### config.mk
export PLATFORM = sky130hd
export DESIGN_NAME = l1_mem_arb_flat
export DESIGN_NICKNAME = d
export VERILOG_FILES = /design/src/rtl/l1_mem_arb_pkg.sv /design/src/rtl/l1_mem_arb_if.sv /design/src/rtl/l1_mem_arb_watchdog.sv /design/src/rtl/l1_mem_arb.sv /design/src/flat_wrapper.sv
export SDC_FILE = /design/constraint.sdc
export NUM_CORES = 1
export LEC_CHECK = 0
export ABC_AREA = 1
export BUFFER_PORTS_ARGS = -buffer_cell sky130_fd_sc_hd__clkbuf_2
export CORE_AREA = 5 5 285 287
export DETAILED_ROUTE_END_ITERATION = 12
export DIE_AREA = 0 0 290 292
export HOLD_SLACK_MARGIN = 0.05
export MAX_ROUTING_LAYER = met4
export PLACE_DENSITY = 0.43
export SKIP_CTS_REPAIR_TIMING = 1
export SYNTH_ARGS = -nofsm -noshare
export SYNTH_HDL_FRONTEND = slang
export SYNTH_SLANG_ARGS = --single-unit
### constraint.sdc
create_clock -name clk_in -period 2.08 [get_ports clk_in]
set_input_delay 0.312 -clock clk_in [delete_from_list [all_inputs] [get_ports clk_in]]
set_output_delay 0.312 -clock clk_in [all_outputs]
set_load 0.03 [all_outputs]
### src/rtl/l1_mem_arb_pkg.sv
// Shared types and project constants for the L1 I$/D$ memory-port arbiter.
package l1_mem_arb_pkg;

  localparam int unsigned PC_SZ          = 32;
  localparam int unsigned CL_LEN         = 16;
  localparam int unsigned L1_ARB_TIMEOUT = 255;

  typedef enum logic [1:0] {
    IDLE,
    IC_BUSY,
    DC_BUSY,
    RESP
  } arb_state_t;

  typedef enum logic {
    GNT_IC,
    GNT_DC
  } grant_type_t;

endpackage

### src/rtl/l1_mem_arb_if.sv
// Request/ack bundle between the L1 caches, the arbiter and the memory port.
interface l1_mem_arb_if #(
  parameter int unsigned AW = 32,
  parameter int unsigned DW = 128
);

  logic          ic_req;
  logic [AW-1:0] ic_addr;
  logic          ic_ack;
  logic [DW-1:0] ic_ack_data;
  logic          ic_ack_fault;

  logic          dc_req;
  logic          dc_wr;
  logic [AW-1:0] dc_addr;
  logic [DW-1:0] dc_wr_data;
  logic          dc_ack;
  logic [DW-1:0] dc_ack_data;
  logic          dc_ack_fault;

  logic          mem_req;
  logic          mem_wr;
  logic [AW-1:0] mem_addr;
  logic [DW-1:0] mem_wr_data;
  logic          mem_ack;
  logic [DW-1:0] mem_ack_data;
  logic          mem_ack_fault;

  // Arbiter side
  modport slave (
    input  ic_req, ic_addr, dc_req, dc_wr, dc_addr, dc_wr_data,
           mem_ack, mem_ack_data, mem_ack_fault,
    output ic_ack, ic_ack_data, ic_ack_fault, dc_ack, dc_ack_data, dc_ack_fault,
           mem_req, mem_wr, mem_addr, mem_wr_data
  );

  // Cache/memory side
  modport master (
    output ic_req, ic_addr, dc_req, dc_wr, dc_addr, dc_wr_data,
           mem_ack, mem_ack_data, mem_ack_fault,
    input  ic_ack, ic_ack_data, ic_ack_fault, dc_ack, dc_ack_data, dc_ack_fault,
           mem_req, mem_wr, mem_addr, mem_wr_data
  );

endinterface

### src/rtl/l1_mem_arb_watchdog.sv
// Loadable saturating up-counter; expired is high once the count reaches TIMEOUT.
module l1_mem_arb_watchdog
  import l1_mem_arb_pkg::*;
#(
  parameter  int unsigned TIMEOUT = L1_ARB_TIMEOUT,
  localparam int unsigned TW      = $clog2(TIMEOUT + 1)
) (
  input  logic          clk_in,
  input  logic          reset_in,
  input  logic          clr,
  input  logic          en,
  input  logic          load,
  input  logic [TW-1:0] load_val,
  output logic          expired
);

  logic [TW-1:0] count;

  assign expired = (count == TW'(TIMEOUT));

  always_ff @(posedge clk_in) begin
    if (!reset_in || clr) begin
      count <= '0;
    end else if (load) begin
      count <= load_val;
    end else if (en && !expired) begin
      count <= count + 1'b1;
    end
  end

endmodule

### src/rtl/l1_mem_arb.sv
// One-outstanding-transaction arbiter between L1 I$ and D$ miss paths and a shared memory port.
// Define L1_ARB_DC_PRIORITY_EN for fixed D$ priority instead of round-robin.
module l1_mem_arb
  import l1_mem_arb_pkg::*;
#(
  parameter int unsigned AW      = PC_SZ,
  parameter int unsigned DW      = CL_LEN * 8,
  parameter int unsigned TIMEOUT = L1_ARB_TIMEOUT
) (
  input logic        clk_in,
  input logic        reset_in,
  l1_mem_arb_if.slave bus
);

  arb_state_t    state, state_nxt;
  grant_type_t   last_grant, gnt_sel;
  logic          grant, done, timed_out, wd_expired, busy;
  logic          sel_wr;
  logic [AW-1:0] sel_addr;
  logic [DW-1:0] sel_wr_data;

  assign busy = (state == IC_BUSY) || (state == DC_BUSY);

  l1_mem_arb_watchdog #(
    .TIMEOUT(TIMEOUT)
  ) u_watchdog (
    .clk_in   (clk_in),
    .reset_in (reset_in),
    .clr      (grant),
    .en       (busy),
    .load     (1'b0),
    .load_val ('0),
    .expired  (wd_expired)
  );

  always_ff @(posedge clk_in) begin
    if (!reset_in) state <= IDLE;
    else           state <= state_nxt;
  end

  always_comb begin
    state_nxt = state;
    grant     = 1'b0;
    gnt_sel   = GNT_IC;
    done      = 1'b0;
    timed_out = 1'b0;
    unique case (state)
      IDLE: begin
        if (bus.ic_req && bus.dc_req) begin
          grant = 1'b1;
`ifdef L1_ARB_DC_PRIORITY_EN
          gnt_sel = GNT_DC;
`else
          gnt_sel = (last_grant == GNT_DC) ? GNT_IC : GNT_DC;
`endif
        end else if (bus.ic_req) begin
          grant   = 1'b1;
          gnt_sel = GNT_IC;
        end else if (bus.dc_req) begin
          grant   = 1'b1;
          gnt_sel = GNT_DC;
        end
        if (grant) state_nxt = (gnt_sel == GNT_IC) ? IC_BUSY : DC_BUSY;
      end
      IC_BUSY, DC_BUSY: begin
        // A real completion on the expiry cycle takes precedence over the forced fault.
        if (bus.mem_ack) begin
          done = 1'b1;
        end else if (wd_expired) begin
          done      = 1'b1;
          timed_out = 1'b1;
        end
        if (done) state_nxt = RESP;
      end
      RESP:    state_nxt = IDLE;
      default: state_nxt = IDLE;
    endcase
  end

  assign sel_addr    = (gnt_sel == GNT_DC) ? bus.dc_addr : bus.ic_addr;
  assign sel_wr      = (gnt_sel == GNT_DC) && bus.dc_wr;
  assign sel_wr_data = (gnt_sel == GNT_DC) ? bus.dc_wr_data : '0;

  always_ff @(posedge clk_in) begin
    if (!reset_in) begin
      bus.mem_req      <= 1'b0;
      bus.mem_wr       <= 1'b0;
      bus.mem_addr     <= '0;
      bus.mem_wr_data  <= '0;
      bus.ic_ack       <= 1'b0;
      bus.ic_ack_data  <= '0;
      bus.ic_ack_fault <= 1'b0;
      bus.dc_ack       <= 1'b0;
      bus.dc_ack_data  <= '0;
      bus.dc_ack_fault <= 1'b0;
      last_grant       <= GNT_DC;
    end else begin
      bus.ic_ack <= 1'b0;
      bus.dc_ack <= 1'b0;
      if (grant) begin
        bus.mem_req     <= 1'b1;
        bus.mem_wr      <= sel_wr;
        bus.mem_addr    <= sel_addr;
        bus.mem_wr_data <= sel_wr_data;
        last_grant      <= gnt_sel;
      end
      if (done) begin
        bus.mem_req <= 1'b0;
        if (state == IC_BUSY) begin
          bus.ic_ack       <= 1'b1;
          bus.ic_ack_data  <= timed_out ? '0 : bus.mem_ack_data;
          bus.ic_ack_fault <= timed_out ? 1'b1 : bus.mem_ack_fault;
        end else begin
          bus.dc_ack       <= 1'b1;
          bus.dc_ack_data  <= timed_out ? '0 : bus.mem_ack_data;
          bus.dc_ack_fault <= timed_out ? 1'b1 : bus.mem_ack_fault;
        end
      end
    end
  end

endmodule

### src/flat_wrapper.sv
// flat-port wrapper written by rule: the top's interface ports become plain ports
module l1_mem_arb_flat import l1_mem_arb_pkg::*;
#(
  parameter int unsigned AW      = PC_SZ,
  parameter int unsigned DW      = CL_LEN * 8,
  parameter int unsigned TIMEOUT = L1_ARB_TIMEOUT
)
  (clk_in, reset_in, bus_ic_req, bus_ic_addr, bus_dc_req, bus_dc_wr, bus_dc_addr, bus_dc_wr_data, bus_mem_ack, bus_mem_ack_data, bus_mem_ack_fault, bus_ic_ack, bus_ic_ack_data, bus_ic_ack_fault, bus_dc_ack, bus_dc_ack_data, bus_dc_ack_fault, bus_mem_req, bus_mem_wr, bus_mem_addr, bus_mem_wr_data);
  l1_mem_arb_if #(.AW(AW), .DW(DW)) bus_i ();
  input logic clk_in;
  input logic reset_in;
  input wire logic [$bits(bus_i.ic_req)-1:0] bus_ic_req;
  input wire logic [$bits(bus_i.ic_addr)-1:0] bus_ic_addr;
  input wire logic [$bits(bus_i.dc_req)-1:0] bus_dc_req;
  input wire logic [$bits(bus_i.dc_wr)-1:0] bus_dc_wr;
  input wire logic [$bits(bus_i.dc_addr)-1:0] bus_dc_addr;
  input wire logic [$bits(bus_i.dc_wr_data)-1:0] bus_dc_wr_data;
  input wire logic [$bits(bus_i.mem_ack)-1:0] bus_mem_ack;
  input wire logic [$bits(bus_i.mem_ack_data)-1:0] bus_mem_ack_data;
  input wire logic [$bits(bus_i.mem_ack_fault)-1:0] bus_mem_ack_fault;
  output wire logic [$bits(bus_i.ic_ack)-1:0] bus_ic_ack;
  output wire logic [$bits(bus_i.ic_ack_data)-1:0] bus_ic_ack_data;
  output wire logic [$bits(bus_i.ic_ack_fault)-1:0] bus_ic_ack_fault;
  output wire logic [$bits(bus_i.dc_ack)-1:0] bus_dc_ack;
  output wire logic [$bits(bus_i.dc_ack_data)-1:0] bus_dc_ack_data;
  output wire logic [$bits(bus_i.dc_ack_fault)-1:0] bus_dc_ack_fault;
  output wire logic [$bits(bus_i.mem_req)-1:0] bus_mem_req;
  output wire logic [$bits(bus_i.mem_wr)-1:0] bus_mem_wr;
  output wire logic [$bits(bus_i.mem_addr)-1:0] bus_mem_addr;
  output wire logic [$bits(bus_i.mem_wr_data)-1:0] bus_mem_wr_data;
  assign bus_i.ic_req = bus_ic_req;
  assign bus_i.ic_addr = bus_ic_addr;
  assign bus_i.dc_req = bus_dc_req;
  assign bus_i.dc_wr = bus_dc_wr;
  assign bus_i.dc_addr = bus_dc_addr;
  assign bus_i.dc_wr_data = bus_dc_wr_data;
  assign bus_i.mem_ack = bus_mem_ack;
  assign bus_i.mem_ack_data = bus_mem_ack_data;
  assign bus_i.mem_ack_fault = bus_mem_ack_fault;
  assign bus_ic_ack = bus_i.ic_ack;
  assign bus_ic_ack_data = bus_i.ic_ack_data;
  assign bus_ic_ack_fault = bus_i.ic_ack_fault;
  assign bus_dc_ack = bus_i.dc_ack;
  assign bus_dc_ack_data = bus_i.dc_ack_data;
  assign bus_dc_ack_fault = bus_i.dc_ack_fault;
  assign bus_mem_req = bus_i.mem_req;
  assign bus_mem_wr = bus_i.mem_wr;
  assign bus_mem_addr = bus_i.mem_addr;
  assign bus_mem_wr_data = bus_i.mem_wr_data;
  l1_mem_arb #(.AW(AW), .DW(DW), .TIMEOUT(TIMEOUT)) u_core (.clk_in(clk_in), .reset_in(reset_in), .bus(bus_i));
endmodule
==> Word level (Yosys, flattened, before mapping) <==
Index checks and enable logic that the tools add are counted.
{ "word_totals": {"in_bits": 327, "reg_bits": 433} }
{ "classes": {"reduce_logical": 14, "bitwise_logic": 2, "mux": 26, "n_eq_ne": 6, "addsub": 1} }
{ "ops": {"columns": ["cell", "count"], "rows": [
  ["128-bit 2-to-1 mux", 2],
  ["32-bit 2-to-1 mux", 1],
  ["1-bit 2-to-1 mux", 19],
  ["8-bit by 1-bit adder with 8-bit output, second input constant", 1],
  ["8-bit == test, second input constant", 1],
  ["2-bit AND reduction", 4],
  ["2-bit 2-to-1 mux", 3],
  ["2-bit one-hot mux with 3 select lines", 1],
  ["2-bit == test, second input constant", 2],
  ["2-bit by 1-bit != test with 1-bit output, second input constant", 2],
  ["2-bit OR reduction", 2],
  ["1-bit logical AND", 3],
  ["2-bit by 1-bit == test with 1-bit output, second input constant", 1],
  ["1-bit zero test", 2],
  ["2-bit zero test", 1],
  ["1-bit logical OR", 2],
  ["1-bit NOT", 2]
]} }

==> Depth between registers and ports, before layout <==
Gate-level depths: netlist of the first run.
{ "logic_depth": {"ltp_word": 7, "ltp_mapped": 10, "ltp_nobuf": 9} }

==> Hierarchy <==
Synthesis of the first run repeated with hierarchy kept, for this count alone.
{ "hier_totals": {"cells_unflattened": 2439, "hier_area_um2": 17071.4} }
{ "by_module_without_submodules": {"columns": ["mod", "instances", "seq_area_each_um2", "area_each_um2", "cells_per_inst"], "rows": [
  ["l1_mem_arb", 1, 8508.2, 16490.8, 2345],
  ["l1_mem_arb_watchdog", 1, 160.2, 580.6, 94]
]} }

==> Worst setup path before layout of the first run <==
Ideal clock, no wire load.
{ "synth_timing": {"path_type": "register to register", "startpoint": "register u_core.state[0]", "endpoint": "register u_core.bus.dc_ack_data[49]", "required_ns": 2.010, "path_buffers": 3, "path_stages_with_launch": 8, "setup_ns": 0.070, "arrival_time_ns": 1.472, "slack_ns": 0.537, "path_cell_list": "dfxtp_1 inv_1 ha_1 buf_2 buf_2 buf_2 nand4_1 a21oi_1"} }
{ "synth_between": {"elab_chain_cells": 4} }
{ "synth_rtl": {"columns": ["element", "line", "source"], "rows": [
  ["start, declared", "l1_mem_arb.sv:15", "arb_state_t state, state_nxt;"],
  ["start signal, assigned", "l1_mem_arb.sv:38", "else state <= state_nxt;"],
  ["2-bit == test / 2-bit by 1-bit == test with 1-bit output (equally long branches)", "l1_mem_arb.sv:47, l1_mem_arb.sv:109", null],
  ["2-bit OR reduction", "l1_mem_arb.sv:47", "unique case (state)"],
  ["1-bit 2-to-1 mux", "l1_mem_arb.sv:47", null],
  ["128-bit 2-to-1 mux / 2-bit AND reduction (equally long branches)", null, null],
  ["end signal, assigned", "l1_mem_arb.sv:115", "bus.dc_ack_data <= timed_out ? '0 : bus.mem_ack_data;"],
  ["end, declared", "l1_mem_arb_if.sv:33", "output ic_ack, ic_ack_data, ic_ack_fault, dc_ack, dc_ack_data, dc_ack_fault,"]
]} }
Parallel ways exist; a longest one is shown, timed or not.
A chain may end at the register's enable or synchronous reset.

==> Final worst setup path of the first run <==
{ "layout_timing": {"startpoint": "register u_core.state[0]", "endpoint": "register u_core.bus.ic_ack_data[109]"} }
{ "layout_between": {"elab_chain_cells": 4} }
{ "layout_rtl": {"columns": ["element", "line", "source"], "rows": [
  ["2-bit == test / 2-bit by 1-bit == test with 1-bit output (equally long branches)", "l1_mem_arb.sv:47, l1_mem_arb.sv:109", null],
  ["2-bit OR reduction", "l1_mem_arb.sv:47", null],
  ["1-bit 2-to-1 mux", "l1_mem_arb.sv:47", null],
  ["128-bit 2-to-1 mux / 2-bit AND reduction (equally long branches)", null, null],
  ["end signal, assigned", "l1_mem_arb.sv:111", "bus.ic_ack_data <= timed_out ? '0 : bus.mem_ack_data;"],
  ["end, declared", "l1_mem_arb_if.sv:33", null]
]} }
Parallel ways exist; a longest one is shown, timed or not.

==> impl_metrics.json, run 1 <==
{
  "yosys_warn_count": 0,
  "comb_power_share_pct": 40.8,
  "p_leak_nw": 10.8,
  "timing.final.max_slew_violations": 0,
  "crit_slowest_cell": "ha_4",
  "post-route-cell-area_mm2": 0.0259,
  "dieWidth_um": 290,
  "power_frac_clock_pct": 27.5,
  "synthesis.instances": 2022,
  "achievable-frequency_mhz": 530,
  "cts.path.max_buffers": 3,
  "clkSinkCount": 433,
  "groute.usage.overall_pct": 17.4,
  "crit_path_end_kind": "flip-flop",
  "finalSetupViolations": 0,
  "bufs_and_invs_on_worst_path": 2,
  "critPathArrivalTime_ns": 2.42,
  "number_of_global_route_vias_before_repair": 16600,
  "postSynthRegisterBits": 433,
  "synth.net_count": 2352,
  "path_cells": "inv_1 > ha_4 > buf_4 > nand4_1 > a21oi_1",
  "mostFrequentLayoutCells": "747 x clkbuf_2, 576 x nand2_1, 433 x dfxtp_1",
  "sw_frac_of_total_pct": 42.2,
  "utilization_pct": 33.0,
  "clk_transition_reported_paths_ns": 0.06,
  "power.internal_w": 0.0189,
  "finalWirelength_mm": 78.1,
  "boundaryPins": 749,
  "switching_power_w": 0.0138,
  "detailedPlacementHpwl_mm": 56.3,
  "synth.lib_cells_used.distinct": 22,
  "cpPeakStageDelay_ns": 0.44,
  "final-hold-violation-count": 0,
  "cp.required_ns": 2.61,
  "htree_num_levels": 2,
  "run_status": "finished, final reports clean",
  "maximum_number_of_pins_on_one_net_before_global_route_repair": 110,
  "pre_cts_slack_ns": 0.231,
  "cts_tree": "yes",
  "timing.clock.skew_ns": 0.0336,
  "synth.avg_cell_area_um2": 8.06,
  "worstSetupPathType": "reg -> reg",
  "std_cell_rows": 103,
  "drt_iter0_drc": 927,
  "crit_path_max_fanout": 29,
  "detail_routed_via_count_per_cell": 4.42,
  "fin_nets": 3308,
  "routed-via-count": 18000,
  "grt_setup_unrepaired": "false",
  "area_growth_pct": 58.8,
  "fp.coreArea_mm2": 0.0784,
  "place_area_mm2": 0.0213,
  "kind_of_cell_with_the_highest_combined_delay_on_the_critical_path": "buffers and inverters",
  "mostFrequentLayoutCell": "clkbuf_2",
  "max-slew-margin-rel_pct": 54.9,
  "skew_pair_late_insertion_delay_ns": 0.60,
  "cts_buffers": 52,
  "grt_antenna_before_repair": 8,
  "timing.hold.worst.class": "in -> reg",
  "grt_remaining_overflow": 0,
  "drt-pass1-iter-count": 5,
  "ctsRootBufferMaster": "clkbuf_16",
  "seqPwrFrac_pct": 31.7,
  "hold-path-cell-count": 3,
  "post-route-drc-count": 0,
  "worstMarginPinSlew_ns": 0.676,
  "grt_pass1_wl_mm": 112,
  "finalNonFillerCells": 4080,
  "initial_utilization_pct": 20.8,
  "die_h_um": 292,
  "total_die_area_mm2": 0.0847,
  "finalCriticalPeriod_ns": 1.89,
  "maxCapViolCount": 0,
  "tns_ns": 0,
  "fin_crit_sh_pct": 90.7,
  "drive_above_1_share_pct": 30.1,
  "pwr_density_cell_mw_per_mm2": 1260,
  "synthesis.area_mm2": 0.0163,
  "port_buffers": 748,
  "final.setup.worst_slack_ns": 0.194,
  "drtAntennaViolNets": 0,
  "wire_per_inst_um": 19.1,
  "setup.worst_path.start_class": "flip-flop",
  "path_depth": 5,
  "cell_count_after_placement": 3685,
  "synth_seq_area_share_pct": 53.2,
  "timing.reg2reg.worst_path_depth": 5,
  "place.gp.congestion": 0.838,
  "max_ir_drop_vdd_uv": 684
}
==> state kept, by name (all words and copies together), names as in the netlist <==
register,flops
u_core.bus.dc_ack,1
u_core.bus.dc_ack_data,128
u_core.bus.dc_ack_fault,1
u_core.bus.ic_ack,1
u_core.bus.ic_ack_data,128
u_core.bus.ic_ack_fault,1
u_core.bus.mem_addr,32
u_core.bus.mem_req,1
u_core.bus.mem_wr,1
u_core.bus.mem_wr_data,128
u_core.last_grant,1
u_core.state,2
u_core.u_watchdog.count,8
==> path summary, 6_finish.rpt <==
| kind | from | slack [ns] | to |
|---|---|---|---|
| worst min register to register | u_core.bus.dc_ack_fault | 0.45 | u_core.bus.dc_ack_fault |
| worst min-delay path | bus_ic_addr[30] | 0.04 | u_core.bus.mem_addr[30] |
| worst max-delay path | u_core.state[0] | 0.19 | u_core.bus.ic_ack_data[109] |
| worst max register to register | u_core.state[0] | 0.19 | u_core.bus.ic_ack_data[109] |
==> through the flow <==
step	hold WS [ns]	power, W
final	0.0371	0.0327
after CTS	-0.106	0.0328
after global placement	0.438	0.0236
after global routing	0.0516	0.0346
after detailed placement	0.443	0.0236
after floorplan	0.429	0.0184
==> cells by family (layout without fill, tap and decap cells) <==
group	after synthesis	count (layout)	share of synthesized area, %
other	0	10	0
AO/OA/AOI/OAI	467	467	14.8
AND/OR/NAND/NOR	894	894	25.1
adder cells (fa/ha/maj)	3	3	0.230
flip-flops	433	433	53.2
buffers and inverters	224	1222	6.62
XOR/XNOR	1	1	0.0538
==> power by group through the flow <==
stage / Combinational, W / Sequential [W] / Clock (W)
4_1_cts: 0.0131 / 0.0104 / 0.00935
3_3_place_gp: 0.0131 / 0.0105 / 0
3_5_place_dp: 0.0130 / 0.0105 / 0
6_report: 0.0133 / 0.0104 / 0.00900
2_1_floorplan: 0.00547 / 0.0130 / 0
5_1_grt: 0.0144 / 0.0105 / 0.00969
==> metal layers <==
metal	part of all wire (%)	vias to the layer above	wire length, um	global-route usage (%)
met3	6.9	89	5380	5.96
met4	2.0	0	1570	3.44
li1	-	8942	-	-
met1	43	8366	33600	21.0
met2	48	621	37600	28.5
met5	0	-	0	-
==> synthesized netlist by cell type <==
master / instances / share of area [%]
o21a_1: 31 / 1.4
nand3_2: 3 / 0.18
nand2_1: 576 / 13
clkbuf_1: 124 / 2.9
nor2_1: 12 / 0.28
inv_1: 20 / 0.46
inv_2: 2 / 0.046
nor2_2: 1 / 0.038
a21oi_1: 398 / 12
nand4_1: 260 / 10
nand3_1: 40 / 1.2
nand2_2: 1 / 0.038
buf_1: 16 / 0.37
ha_1: 3 / 0.23
or2_2: 1 / 0.038
xor2_1: 1 / 0.054
o21ai_0: 25 / 0.77
buf_6: 22 / 1.5
o21ai_1: 13 / 0.40
buf_4: 9 / 0.41
dfxtp_1: 433 / 53
buf_2: 31 / 0.95
==> area by class of cell <==
type                            count  area (um^2)
Inverter                           22         95.1
Antenna cell                       10         25.0
Clock buffer                       78         1500
Fill cell                        8441        52500
Timing Repair Buffer             1104         7510
Multi-Input combinational cell   1365         6600
Tap cell                         1050         1310
Clock inverter                     18          168
Sequential cell                   433         8670
==> worst min-delay path, delay by kind of cell <==
kind / cells / cell delay [ns]
buf+inv: 1 / 0.08
compound gates: 2 / 0.19
No activity file was read; power rests on OpenSTA's default activity.
==> run 2: changes to the inputs <==
- PLACE_DENSITY: 0.43 -> 0.54
==> impl_metrics.json, run 2 (synthesis results as in run 1) <==
{
  "seqPwrFrac_pct": 32.3,
  "cp.required_ns": 2.52,
  "timing.reg2reg.worst_path_depth": 9,
  "sw_frac_of_total_pct": 42.4,
  "worstSetupPathType": "reg -> reg",
  "power_frac_clock_pct": 26.7,
  "r2r_setup_slack_ns": 0.20,
  "run_status": "finished, final reports clean",
  "detailedPlacementHpwl_mm": 59.9,
  "finalNonFillerCells": 4086,
  "final-hold-violation-count": 0,
  "pre_cts_slack_ns": 0.174,
  "timing.final.max_slew_violations": 0,
  "groute.usage.overall_pct": 17.9,
  "drt_iter0_drc": 1020,
  "worstMarginPinSlew_ns": 0.527,
  "achievable-frequency_mhz": 532,
  "die_h_um": 292,
  "grt_pass1_wl_mm": 114,
  "max-slew-margin-rel_pct": 64.9,
  "ctsRootBufferMaster": "clkbuf_16",
  "timing.hold.worst.class": "in -> reg",
  "setup.worst_path.start_class": "flip-flop",
  "comb_power_share_pct": 41.1,
  "detail_routed_via_count_per_cell": 4.49,
  "tns_ns": 0,
  "clk_transition_reported_paths_ns": 0.06,
  "pwr_density_cell_mw_per_mm2": 1240,
  "cts_tree": "yes",
  "drive_above_1_share_pct": 30.3,
  "dieWidth_um": 290,
  "layout_top_registers": "u_core.bus.dc_ack_data x128, u_core.bus.ic_ack_data x128, u_core.bus.mem_wr_data x128",
  "hold_start": "bus_dc_addr[2]",
  "boundaryPins": 749,
  "finalCriticalPeriod_ns": 1.88,
  "wire_per_inst_um": 19.9,
  "crit_path_end_kind": "flip-flop",
  "drtAntennaViolNets": 0,
  "final.setup.worst_slack_ns": 0.199,
  "port_buffers": 748,
  "drt-pass1-iter-count": 5,
  "maxCapViolCount": 0,
  "worstReg2RegEnd": "u_core.bus.dc_ack_data[74]",
  "clkSinkCount": 433,
  "cell_count_after_placement": 3701,
  "skew_pair_late_insertion_delay_ns": 0.60,
  "crit_path_max_fanout": 47,
  "power.internal_w": 0.0185,
  "fin_crit_sh_pct": 90.4,
  "hold_critical_path_endpoint": "u_core.bus.mem_addr[2]",
  "critical_path.reg2reg.startpoint": "u_core.u_watchdog.count[0]",
  "finalSetupViolations": 0,
  "fin_nets": 3325,
  "cts_buffers": 50,
  "mostFrequentLayoutCells": "747 x clkbuf_2, 576 x nand2_1, 433 x dfxtp_1",
  "critPathArrivalTime_ns": 2.32,
  "mostFrequentLayoutCell": "clkbuf_2",
  "initial_utilization_pct": 20.8,
  "maximum_number_of_pins_on_one_net_before_global_route_repair": 107,
  "cts.path.max_buffers": 3,
  "total_die_area_mm2": 0.0847,
  "switching_power_w": 0.0137,
  "grt_setup_unrepaired": "false",
  "htree_num_levels": 2,
  "hold-path-cell-count": 4,
  "routed-via-count": 18400,
  "p_leak_nw": 10.8,
  "place.gp.congestion": 0.872,
  "grt_remaining_overflow": 0,
  "area_growth_pct": 59.1,
  "timing.clock.skew_ns": 0.0275,
  "max_ir_drop_vdd_uv": 678,
  "std_cell_rows": 103,
  "post-route-drc-count": 0,
  "finalWirelength_mm": 81.2,
  "fp.coreArea_mm2": 0.0784,
  "number_of_global_route_vias_before_repair": 16600,
  "grt_antenna_before_repair": 12
}
run 2: power groups by stage:
stage	Combinational, W	Sequential, W	Clock (W)
floorplan	0.00547	0.0130	0
global placement	0.0129	0.0105	0
detailed placement	0.0129	0.0105	0
CTS	0.0129	0.0104	0.00885
global route	0.0142	0.0105	0.00919
finish	0.0132	0.0104	0.00858
run 2: how the worst max path moves through the flow:
| stage | startpoint | end | slack [ns] |
|---|---|---|---|
| final | u_core.u_watchdog.count[0] | u_core.bus.dc_ack_data[74] | 0.20 |
| after global routing | u_core.u_watchdog.count[0] | u_core.bus.dc_ack_data[75] | 0.01 |
| after floorplan | u_core.state[0] | u_core.bus.dc_ack_data[49] | 0.54 |
| after CTS | u_core.u_watchdog.count[0] | u_core.bus.dc_ack_data[74] | 0.16 |
| after detailed placement | u_core.u_watchdog.count[0] | u_core.bus.dc_ack_data[34] | 0.17 |
| after global placement | u_core.u_watchdog.count[0] | u_core.bus.dc_ack_data[34] | 0.23 |
run 2: final cells by class:
class | count | area, um^2
fillers | 8277 | 52400
flip-flops and latches | 433 | 8670
repair buffers | 1123 | 7650
multi-input cells | 1365 | 6600
clock buffers | 77 | 1500
well taps | 1050 | 1310
inverters | 22 | 95.1
clock inverters | 9 | 70.1
diodes | 7 | 17.5
run 2: critical path, stage by stage (launching register included):
cell	delay [ns]
dfxtp_1	0.36
ha_1	0.18
inv_1	0.06
nor2_2	0.12
nand2_1	0.11
nand2_2	0.14
nand3_4	0.28
buf_12	0.29
nand2_1	0.09
a21oi_1	0.06
run 2: stage by stage:
stage | utilization, % | cell area (um^2) | hold WS, ns | power [W]
global route | 33.1 | 25900 | 0.0522 | 0.0340
CTS | 29.3 | 23000 | -0.107 | 0.0321
finish | 33.1 | 25900 | 0.0593 | 0.0322
global placement | 27.3 | 21400 | 0.438 | 0.0234
floorplan | - | 16300 | 0.429 | 0.0184
detailed placement | 27.3 | 21400 | 0.439 | 0.0234
run 2: per-layer routing:
| metal | part of all wire, % | vias up | GRT usage [%] |
|---|---|---|---|
| met2 | 49 | 733 | 29.9 |
| met3 | 7.7 | 129 | 6.55 |
| met5 | 0 | - | - |
| met4 | 3.3 | 0 | 5.02 |
| met1 | 40 | 8555 | 20.4 |
| li1 | - | 8938 | - |
==> run 3: changes to the inputs <==
- ABC_CLOCK_PERIOD_IN_PS: default -> 2080
- CELL_PAD_IN_SITES_DETAIL_PLACEMENT: default -> 1
- CELL_PAD_IN_SITES_GLOBAL_PLACEMENT: default -> 1
- CORE_AREA: 5 5 285 287 -> 5 5 288 290
- DIE_AREA: 0 0 290 292 -> 0 0 293 295
- PLACE_DENSITY: 0.54 -> 0.66
==> impl_metrics.json, run 3 (synthesis results as in run 1) <==
{
  "run_status": "finished, final reports clean",
  "max-slew-margin-rel_pct": 52.6,
  "timing.final.max_slew_violations": 0,
  "grt_antenna_before_repair": 9,
  "worstMarginPinSlew_ns": 0.711,
  "setup.worst_path.start_class": "flip-flop",
  "grt_remaining_overflow": 0,
  "pwr_density_cell_mw_per_mm2": 1260,
  "cts_tree": "yes",
  "crit_slowest_cell": "dfxtp_1",
  "finalWirelength_mm": 84.0,
  "htree_num_levels": 2,
  "place.gp.congestion": 0.819,
  "clk_transition_reported_paths_ns": 0.06,
  "detailedPlacementHpwl_mm": 57.7,
  "maxCapViolCount": 0,
  "drt-pass1-iter-count": 5,
  "path_cells": "inv_1 > ha_4 > buf_12 > buf_4 > nand4_1 > a21oi_1",
  "max_ir_drop_vdd_uv": 771,
  "fp.coreArea_mm2": 0.0800,
  "groute.usage.overall_pct": 17.4,
  "finalSetupViolations": 0,
  "timing.clock.skew_ns": 0.0229,
  "detail_routed_via_count_per_cell": 4.58,
  "achievable-frequency_mhz": 525,
  "mostFrequentLayoutCells": "747 x clkbuf_2, 576 x nand2_1, 433 x dfxtp_1",
  "ctsRootBufferMaster": "clkbuf_16",
  "area_growth_pct": 56.6,
  "fin_crit_sh_pct": 91.5,
  "cpPeakStageDelay_ns": 0.39,
  "fillCellCount": 9664,
  "number_of_global_route_vias_before_repair": 17300,
  "drive_above_1_share_pct": 29.5,
  "post-route-drc-count": 0,
  "crit_path_end_kind": "flip-flop",
  "skew_pair_late_insertion_delay_ns": 0.59,
  "worstSetupPathType": "reg -> reg",
  "initial_utilization_pct": 20.4,
  "fin_nets": 3287,
  "port_buffers": 748,
  "drt_iter0_drc": 755,
  "std_cell_rows": 104,
  "maximum_number_of_pins_on_one_net_before_global_route_repair": 110,
  "crit_path_max_fanout": 58,
  "cp.required_ns": 2.57,
  "finalCriticalPeriod_ns": 1.90,
  "timing.hold.worst.class": "in -> reg",
  "routed-via-count": 18600,
  "die_h_um": 295,
  "cts.path.max_buffers": 3,
  "boundaryPins": 749,
  "place_area_mm2": 0.0211,
  "drtAntennaViolNets": 0,
  "total_die_area_mm2": 0.0864,
  "dieWidth_um": 293,
  "post-route-cell-area_mm2": 0.0255,
  "grt_pass1_wl_mm": 113,
  "utilization_pct": 31.9,
  "layout_top_registers": "u_core.bus.dc_ack_data x128, u_core.bus.ic_ack_data x128, u_core.bus.mem_wr_data x128",
  "final-hold-violation-count": 0,
  "critPathArrivalTime_ns": 2.40,
  "clkSinkCount": 433,
  "wire_per_inst_um": 20.7,
  "cts_buffers": 50,
  "tns_ns": 0,
  "mostFrequentLayoutCell": "clkbuf_2",
  "p_leak_nw": 10.6,
  "grt_setup_unrepaired": "false"
}
==> run 3: path summary, 6_finish.rpt <==
path                                         startpoint                    endpoint  slack, ns  cells after the start
worst max-delay path                    u_core.state[0]  u_core.bus.ic_ack_data[47]       0.18                      6
worst min-delay path                  bus_dc_wr_data[9]   u_core.bus.mem_wr_data[9]       0.04                      3
worst max register to register          u_core.state[0]  u_core.bus.ic_ack_data[47]       0.18                      6
worst min register to register  u_core.bus.ic_ack_fault     u_core.bus.ic_ack_fault       0.45                      2
==> run 3: per-layer routing <==
metal	global-route usage, %	wire length, um	up-vias
met5	-	0	-
met4	5.86	3490	0
met3	5.75	6040	143
met2	28.2	40900	695
met1	20.3	33500	8865
li1	-	-	8868
==> run 3: final cells by class <==
type / count / area [um^2] / area share [%]
multi-input combinational: 1365 / 6600 / 25.9
clock inverter: 9 / 101 / 0.397
timing repair buffer: 1085 / 7240 / 28.4
tap: 1060 / 1330 / 5.20
inverter: 22 / 95.1 / 0.373
sequential: 433 / 8670 / 34.0
antenna: 8 / 20.0 / 0.0785
clock buffer: 76 / 1460 / 5.72
==> run 3: report_power, final <==
part	switching, W	internal [W]	leakage, nW	total (W)
registers	0.000760	0.00964	3.52	0.0104
clock network	0.00359	0.00504	0.765	0.00863
logic	0.00943	0.00363	6.33	0.0131
total	0.0138	0.0183	10.6	0.0321
==> run 3: through the flow <==
step | std cells | hold WS (ns) | power, W | setup slack [ns]
finish | 4058 | 0.0405 | 0.0321 | 0.177
global route | 4058 | 0.0467 | 0.0338 | 0.0415
detailed placement | 3680 | 0.444 | 0.0232 | 0.121
CTS | 3765 | -0.0974 | 0.0320 | 0.104
floorplan | 2022 | 0.429 | 0.0184 | 0.537
global placement | 3680 | 0.437 | 0.0232 | 0.176
==> run 3: critical path: cells and delay by family (launching register included) <==
| kind | cells | cell delay (ns) |
|---|---|---|
| buffers and inverters | 3 | 0.66 |
| flip-flops | 1 | 0.39 |
| adder cells (fa/ha/maj) | 1 | 0.38 |
| AO/OA/AOI/OAI | 1 | 0.19 |
| AND/OR/NAND/NOR | 1 | 0.11 |
